File: config.mk
export PLATFORM = sky130hd
export DESIGN_NAME = pulse_stretch_moore
export DESIGN_NICKNAME = d
export VERILOG_FILES = /design/src/rtl/pulse_stretch_moore.sv
export SDC_FILE = /design/constraint.sdc
export NUM_CORES = 1
export LEC_CHECK = 0
export ABC_AREA = 1
export CAP_MARGIN = 40
export CORE_MARGIN = 3
export CORE_UTILIZATION = 40
export CTS_CLUSTER_SIZE = 25
export DETAILED_ROUTE_END_ITERATION = 7
export PLACE_DENSITY = 0.68
export SETUP_SLACK_MARGIN = 0.5
export SLEW_MARGIN = 30
export SYNTH_ARGS = -nofsm -noshare
export SYNTH_HDL_FRONTEND = slang
export SYNTH_SLANG_ARGS = --single-unit
File: constraint.sdc
create_clock -name clk -period 1.83 [get_ports clk]
set_input_delay 0.2745 -clock clk [delete_from_list [all_inputs] [get_ports clk]]
set_output_delay 0.2745 -clock clk [all_outputs]
set_load 0.01 [all_outputs]
File: src/rtl/pulse_stretch_moore.sv
// -----------------------------------------------------------------------------
// pulse_stretch_moore
//
// Purpose
//    Stretches a single-cycle trigger tick into a level pulse of programmable
//    length, followed by a fixed number of forced-low "gap" cycles. Implemented
//    as a three-state Moore machine (IDLE -> HIGH -> GAP -> IDLE), so out, busy
//    and dbg_state come straight from the state register. done is a registered
//    tick marking the first GAP cycle.
//
//    Timing: a trig sampled on rising edge k gives out=1 in cycles k+1..k+L,
//    where L = len, or 1 when len = 0. done is high in cycle k+L+1 and the
//    machine is back in IDLE in cycle k+L+GAP_LEN+1.
//
//    Retriggerable mode (retrig=1): a trig while HIGH reloads the length
//    counter with the current len, extending the pulse. The reload wins over
//    an expiry in the same cycle, so the pulse never has a hole.
//    Non-retriggerable mode (retrig=0): trig and len are ignored while HIGH.
//    In GAP, trig is ignored in both modes.
//
// Parameters
//    CNT_W    width of len and of the internal length counter
//    GAP_LEN  number of forced-low cycles after each pulse (1..255)
//
// Ports
//    clk        in   clock, all state changes on its rising edge
//    rst        in   asynchronous, active-high reset
//    trig       in   single-cycle trigger tick
//    len        in   requested pulse length in cycles (0 treated as 1)
//    retrig     in   1 = retriggerable, 0 = non-retriggerable
//    out        out  stretched pulse
//    busy       out  high whenever the machine is not IDLE
//    done       out  one-cycle tick in the first GAP cycle
//    dbg_state  out  raw state encoding
// -----------------------------------------------------------------------------
module pulse_stretch_moore #(
   parameter int CNT_W   = 8,
   parameter int GAP_LEN = 2
) (
   input  logic             clk,
   input  logic             rst,
   input  logic             trig,
   input  logic [CNT_W-1:0] len,
   input  logic             retrig,
   output logic             out,
   output logic             busy,
   output logic             done,
   output logic [1:0]       dbg_state
);

   typedef enum logic [1:0] {
      IDLE    = 2'b00,
      HIGH    = 2'b01,
      GAP     = 2'b10,
      ILLEGAL = 2'b11
   } state_t;

   // Gap counter is 8 bits wide because GAP_LEN is limited to 255.
   localparam logic [7:0] GAP_LOAD = 8'(GAP_LEN - 1);

   state_t           state_reg, state_next;
   logic [CNT_W-1:0] cnt_reg,   cnt_next;
   logic [7:0]       gap_reg,   gap_next;
   logic             done_reg,  done_next;

   // Counter load value L-1; len=0 is treated as L=1, which also loads 0.
   logic [CNT_W-1:0] len_load;

   assign len_load = (len == '0) ? '0 : (len - {{(CNT_W-1){1'b0}}, 1'b1});

   // -------------------------------------------------------------------------
   // State register. The asynchronous reset takes the state back to IDLE
   // immediately, which drops out/busy without waiting for a clock edge.
   // -------------------------------------------------------------------------
   always_ff @(posedge clk or posedge rst) begin
      if (rst) begin
         state_reg <= IDLE;
         cnt_reg   <= '0;
         gap_reg   <= '0;
         done_reg  <= 1'b0;
      end else begin
         state_reg <= state_next;
         cnt_reg   <= cnt_next;
         gap_reg   <= gap_next;
         done_reg  <= done_next;
      end
   end

   // -------------------------------------------------------------------------
   // Next-state and counter logic.
   // -------------------------------------------------------------------------
   always_comb begin
      state_next = state_reg;
      cnt_next   = cnt_reg;
      gap_next   = gap_reg;
      done_next  = 1'b0;

      case (state_reg)
         IDLE: begin
            if (trig) begin
               state_next = HIGH;
               cnt_next   = len_load;
            end
         end

         HIGH: begin
            if (retrig && trig) begin
               // Reload has priority over expiry so the pulse stays contiguous.
               cnt_next = len_load;
            end else if (cnt_reg == '0) begin
               state_next = GAP;
               gap_next   = GAP_LOAD;
               // Registered, so done is high exactly in the first GAP cycle.
               done_next  = 1'b1;
            end else begin
               cnt_next = cnt_reg - {{(CNT_W-1){1'b0}}, 1'b1};
            end
         end

         GAP: begin
            if (gap_reg == 8'd0) begin
               state_next = IDLE;
            end else begin
               gap_next = gap_reg - 8'd1;
            end
         end

         default: begin
            // Unreachable encoding: recover to IDLE on the next edge.
            state_next = IDLE;
         end
      endcase
   end

   // -------------------------------------------------------------------------
   // Moore outputs: decoded from the registered state only. The illegal
   // encoding gives out=0 and busy=1 for its single cycle.
   // -------------------------------------------------------------------------
   assign out       = (state_reg == HIGH);
   assign busy      = (state_reg != IDLE);
   assign done      = done_reg;
   assign dbg_state = state_reg;

endmodule

==> summary.txt, run 1 <==
Outcome
  • Status: complete, but fails checks
  • Failing checks: DRC

Synth
  • Cells after Synth: 200
  • Most common cell in the netlist: nand2_1
  • Main combinational cell family by area after synthesis: simple AND/OR/NAND/NOR gates
  • FF+latch count, synth: 19
  • Area contributors post-synth: dfrtp_1 33%, nand2_1 13%, nand3_1 9.8%, nor2_1 6.8%, inv_1 5.5%
  • Ys flop type: dfrtp_1
  • Mux share of post-synthesis cell area: 0%
  • Syn Nets: roughly 220
  • Simple-Gate Fraction of Synth Area: approximately 41%
  • Leading area contributor after synthesis: dfrtp_1
  • Warnings from Yosys: 0
  • Synth cell types: 23
  • Synthesized-area fraction occupied by adder cells: under 10%
  • Post-synth EDFFs: 0
  • Post-synth top area share: between 30 and 40%
  • Synth Area in Compound Gates: under 10%
  • Register area share after synthesis: 33.2%
  • Most frequent cells after synthesis: 51 x nand2_1, 28 x nand3_1, 26 x nor2_1
  • XOR/XNOR Fraction of Synth Area: 4.90%
  • Post-synthesis cell area: 1430 um^2
  • FFs w/ async S/R, synth: between 90% and 100%
  • Post-Syn Area per Cell: about 7.2 um^2

GRT
  • First-pass GRT wire length: 6330 um
  • Vias in the first global route: 1,385
  • Overflow after GRT: 0
  • GRT Resource Usage Total: between 10% and 20%
  • Pin count of the biggest net entering global routing: 20
  • Initial antenna violation count: 0

Power
  • P per Cell Area: ~1200 nW/um^2
  • Worst VDD drop: between 500 and 600 uV
  • Lkg Pwr: approximately 1.1 nW

Worst setup path
  • Startpoint types: input pin
  • Worst R2R End: dbg_state[0]
  • Crit path to: dbg_state[0]
  • Crit end category: flop
  • Crit path max fanout: 5
  • Required time of the critical path: 2.04 ns
  • RR Startpoint: cnt_reg[1]
  • WS Path Type: in2reg
  • R2R depth: 6
  • FF-to-FF setup slack: around 0.40 ns
  • Data arrival, critical path: 1.67 ns
  • Worst setup path startpoint: trig

Routing
  • Vias per Instance: slightly above 5
  • Vias: 1,554
  • Total Wirelength: approximately 4400 um
  • Post-route DRC: 1
  • Initial DRT Pass Iterations: 6
  • Drt wl/cell: 14.4 um
  • 1st-iter DRT viols: 147
  • DRT antenna net count: 0

Placed design
  • Port Buf Inserts: 16
  • DP Cell Count: roughly 270
  • Global placement routability congestion: 0.882
  • Post-Place Worst Slack: between 0.1 and 0.15 ns
  • Post-DP HPWL: between 2000 and 2500 um
  • Cell Area, Placed: ~1700 um^2

Clock tree
  • CTS tree: done
  • Clk root buf: clkbuf_4
  • H-tree levels: 1
  • Worst skew pair latency: a little over 0.3 ns
  • Hold-fix buffers, CTS: 0
  • CTS buffer count: 3
  • CTS sink count: 19
  • Clk buf depth: 2
  • Clock slew at reported path FFs: approximately 0.12 ns

Die
  • Horiz. Die Dim: ~66 um
  • Rows: 21
  • Io pins: 17
  • Total core area: approximately 3400 um^2
  • Die outline height: between 60 and 70 um
  • Initial Utilization: 42.2%
  • Die Area: between 4000 and 5000 um^2

Cells and area
  • Antenna diodes: 0
  • Share of cells above drive strength 1: between 40% and 50%
  • Final Instance Count excl. Fillers: 307
  • Final nets: 280
  • Layout area overhead: 58.0%
  • Fin util: between 60% and 70%
  • Fillcell total: around 240
  • Post-route cell area: ~2300 um^2

Timing
  • Final period util: between 70% and 80%
  • Worst Skew: ~0.0049 ns
  • RSZ-0062 raised after global routing: yes
  • Setup violations, final: 0
  • Worst-margin pin slew: about 0.30 ns
  • Period minus WS final: 1.45 ns
  • Final WS setup: 0.379 ns
  • FMAX: about 0.69 GHz
  • Slew Limit Fails: 0
  • Max-slew headroom: about four fifths
  • Fin. Hold Viols: 0
  • Setup tns final: 0 ns

Hold path
  • Min-Delay Path Class: in2async

Job
  • Maxcap violations: 0
worst min path at each step:
stage	start	slack [ns]	to	depth (start not counted)
after floorplan	rst	0.23	cnt_reg[0]	1
after global placement	cnt_reg[0]	0.54	cnt_reg[0]	2
after detailed placement	cnt_reg[0]	0.53	cnt_reg[0]	2
after CTS	rst	0.29	cnt_reg[1]	3
after global routing	rst	0.32	gap_reg[0]	3
final	rst	0.28	gap_reg[5]	3
metal layers:
metal  track usage, %  vias up  routed length (um)
met3             3.91        8                 245
met5                0        -                   0
met2             33.2       56                2300
met1             23.4      723                1790
met4             5.70        0                  76
li1                 -      767                   -
critical path: stages:
cell             delay (ns)
clkdlybuf4s50_1        0.52
nand2_4                0.16
nand3_4                0.12
o21ai_4                0.30
nand2_4                0.13
buf_4                  0.16
cell usage in the layout, fill, tap and decap left out, drive strengths merged:
master,netlist,layout
xnor2,1,1
nand2,56,58
inv,24,24
o21ai,14,14
o21bai,2,2
nor2,33,33
clkbuf,0,4
nor3,1,1
dfrtp,19,19
dlygate4sd2,0,2
a21o,1,1
clkdlybuf4s50,0,10
nand3,31,31
xor2,7,7
ha,6,6
buf,1,43
a21oi,1,1
clkinv,0,1
nand4,3,3
power by group:
group	total [W]	switching, W	internal [W]	leakage, nW
Sequential	0.000677	0.000134	0.000544	0.236
Clock	0.000223	0.000141	0.0000817	0.0177
Combinational	0.00182	0.000964	0.000853	0.869
logic make-up after synthesis:
family | Yosys count
simple gates | 124
buf+inv | 25
flops | 19
compound gates | 18
xor+xnor | 8
fa+ha+maj | 6
layout make-up:
type | instances | area (um^2) | area share [%]
clock buffer | 3 | 22.5 | 0.997
clock inverter | 1 | 5.00 | 0.221
inverter | 24 | 100 | 4.43
multi-input combinational | 158 | 1090 | 48.1
sequential | 19 | 484 | 21.4
tap | 46 | 57.6 | 2.55
timing repair buffer | 56 | 503 | 22.3
metrics by stage:
step	power (W)	hold slack, ns
after floorplan	0.00146	0.226
after global placement	0.00174	0.544
after detailed placement	0.00175	0.535
after CTS	0.00233	0.292
after global routing	0.00288	0.322
final	0.00272	0.278
repair_timing:
action                                  4_1_cts  5_1_grt
buffers inserted                             18       17
endpoints found under the setup margin       22       21
pin swaps                                    10       24
gates cloned                                  2        0
gates resized for setup                      45       53
Note: power is estimated with default switching activity, not from simulation.
==> inputs of run 2 (changes only) <==
==> constraint.sdc (replaced) <==
create_clock -name clk -period 1.5 [get_ports clk]
set_input_delay 0.225 -clock clk [delete_from_list [all_inputs] [get_ports clk]]
set_output_delay 0.225 -clock clk [all_outputs]
set_load 0.01 [all_outputs]
==> run 2 against run 1 <==
The flow now finishes without violations. Non-clock buffer count up 5. Cell count up 1.6%. Hold slack worse by 0.061 ns. Largest power group unchanged. Die area unchanged. Highest routed layer unchanged. Design area down 1.3%. Setup slack worse by 0.26 ns. Largest cell class unchanged. Sequential cell count unchanged. Clock power up 26%.
==> summary.txt, run 2 (synthesis results as in run 1) <==
Clock tree
  • H-tree levels: 1 (unchanged)
  • Hold-fix buffers, CTS: 0 (unchanged)
  • CTS tree: done
  • Worst skew pair latency: 0.32 ns (about the same)
  • Clock slew at reported path FFs: 0.12 ns (about the same)
  • Clk root buf: clkbuf_4
  • Clk buf depth: 2 (unchanged)
  • CTS buffer count: 3 (unchanged)
  • CTS sink count: 19 (unchanged)

GRT
  • Initial antenna violation count: 0 (unchanged)
  • Vias in the first global route: 1,466 (+5.8%)
  • Pin count of the biggest net entering global routing: 20 (unchanged)
  • GRT Resource Usage Total: 19.8% (+0.80 points)
  • Overflow after GRT: 0 (unchanged)
  • First-pass GRT wire length: 6590 um (+4.1%)

Timing
  • Worst-margin pin slew: 0.330 ns (+0.0324 ns)
  • Final period util: 92.4%
  • Period minus WS final: about 1.4 ns
  • Max-slew headroom: 77.9% (-2.1 points)
  • Fin. Hold Viols: 0 (unchanged)
  • Setup violations, final: 0 (unchanged)
  • Worst Skew: 0.00984 ns (+0.00494 ns)
  • RSZ-0062 raised after global routing: yes
  • Setup tns final: 0 ns (unchanged)
  • FMAX: roughly 0.72 GHz
  • Slew Limit Fails: 0 (unchanged)

Routing
  • Vias per Instance: 4.90 (-3.1%)
  • 1st-iter DRT viols: 97 (-34%)
  • Total Wirelength: 4270 um (-3.2%)
  • Drt wl/cell: 13.7 um (-4.7%)
  • DRT antenna net count: 0 (unchanged)
  • Vias: 1,530 (-1.5%)
  • Initial DRT Pass Iterations: 4 (-2)
  • Post-route DRC: 0 (-1)

Worst setup path
  • Slowest stage delay, CP: 0.43 ns (-0.09 ns)
  • Data arrival, critical path: 1.61 ns (-0.06 ns)
  • Number of buffers and inverters on the critical path: 3 (+1)
  • Crit path max-delay cell type: dfrtp_1
  • WS Path Type: reg2reg
  • Crit path max-delay family: simple AND/OR/NAND/NOR gates
  • Crit path cell chain: buf_6 -> nor2_4 -> nand2_4 -> inv_4 -> buf_4 -> nand3_1 -> nand3_2 -> nand2_1
  • Crit end category: flop
  • Crit path max fanout: 4 (-1)
  • Required time of the critical path: 1.73 ns (-0.31 ns)
  • Startpoint types: flop

Cells and area
  • Fin util: 65.8% (-0.85 points)
  • Share of cells above drive strength 1: 44.7% (-0.091 points)
  • Commonest non-fill, non-tap cell in the layout: nand2_1
  • Antenna diodes: 0 (unchanged)
  • Final nets: 285 (+1.8%)
  • Most frequent cells in the layout: 45 x nand2_1, 36 x buf_4, 19 x nand3_1, 17 x nor2_1, 16 x dfrtp_1
  • Layout area overhead: 56.0%

Die
  • Die outline height: 65.8 um (unchanged)
  • Total core area: 3390 um^2 (unchanged)
  • Horiz. Die Dim: 65.8 um (unchanged)
  • Initial Utilization: 42.2% (unchanged)
  • Io pins: 17 (unchanged)
  • Rows: 21 (unchanged)
  • Die Area: 4330 um^2 (unchanged)

Power
  • Power share of the clock group: 9.0% (+0.8 points)
  • Reg power frac: 26.7% (+1.8 points)
  • Combinational Power Share: 64.4% (-2.5 points)
  • Switching part of the total: 46.1% (+0.50 points)
  • Lkg Pwr: 1.14 nW (+1.2%)
  • Worst VDD drop: 723 uV (+33%)
  • P_sw: 0.00144 W (+16%)
  • P per Cell Area: 1400 nW/um^2 (+16%)
  • P_int: 0.00168 W (+14%)

Placed design
  • Post-DP HPWL: 2480 um (+3.0%)
  • Port Buf Inserts: 16 (unchanged)
  • Global placement routability congestion: 0.853 (-3.4%)

Outcome
  • Status: finished clean

Job
  • Maxcap violations: 0 (unchanged)

Hold path
  • Min-Delay Path Class: in2async
[run 2: tightest hold or removal path, delay by kind of cell]
family / cells / cell delay [ns]
buf+inv: 3 / 0.71
[run 2: path summary, 6_finish.rpt]
kind | endpoint | start | depth (start not counted) | slack, ns
max in group asynchronous | dbg_state[0] | rst | 3 | 1.04
min | cnt_reg[5] | rst | 3 | 0.22
min reg2reg | cnt_reg[0] | cnt_reg[0] | 2 | 0.55
min in group clk | cnt_reg[0] | len[0] | 5 | 0.35
max reg2reg | cnt_reg[5] | dbg_state[1] | 8 | 0.11
max | cnt_reg[5] | dbg_state[1] | 8 | 0.11
[run 2: layout make-up]
cell class | count | area [um^2]
inverter | 24 | 92.6
clock buffer | 3 | 22.5
sequential | 19 | 479
clock inverter | 1 | 5.00
fill | 268 | 1160
multi-input combinational | 158 | 1050
timing repair buffer | 61 | 528
tap | 46 | 57.6
[run 2: layer usage]
metal  share of wire [%]  track usage [%]  up-vias
li1                    -                -      776
met1                  43             22.6      716
met2                  53             36.9       28
met3                 2.9             4.42       10
met4                 1.6             4.66        0
met5                   0                0        -
[run 2: power by group through the flow]
stage                     Clock (W)  Sequential, W  Combinational, W
final                      0.000280       0.000833           0.00201
after global routing       0.000304       0.000848           0.00218
after CTS                  0.000282       0.000820           0.00185
after detailed placement          0       0.000818           0.00145
after global placement            0       0.000820           0.00143
after floorplan                   0       0.000797           0.00101
[run 2: timing repair]
item / in CTS / in global routing
setup endpoints to repair: 24 / 24
cloned: 2 / 0
buffers inserted: 23 / 2
gates resized for setup: 65 / 18
pin swaps: 32 / 13
[run 2: stage by stage]
stage	cell area [um^2]	total power [W]	std cells	setup slack (ns)	hold WS, ns
floorplan	1450	0.00181	200	0.206	0.176
global placement	1810	0.00225	281	-0.0654	0.525
detailed placement	1810	0.00226	281	-0.0935	0.526
CTS	2160	0.00295	310	0.173	0.232
global route	2230	0.00334	312	0.0605	0.237
finish	2230	0.00312	312	0.114	0.217
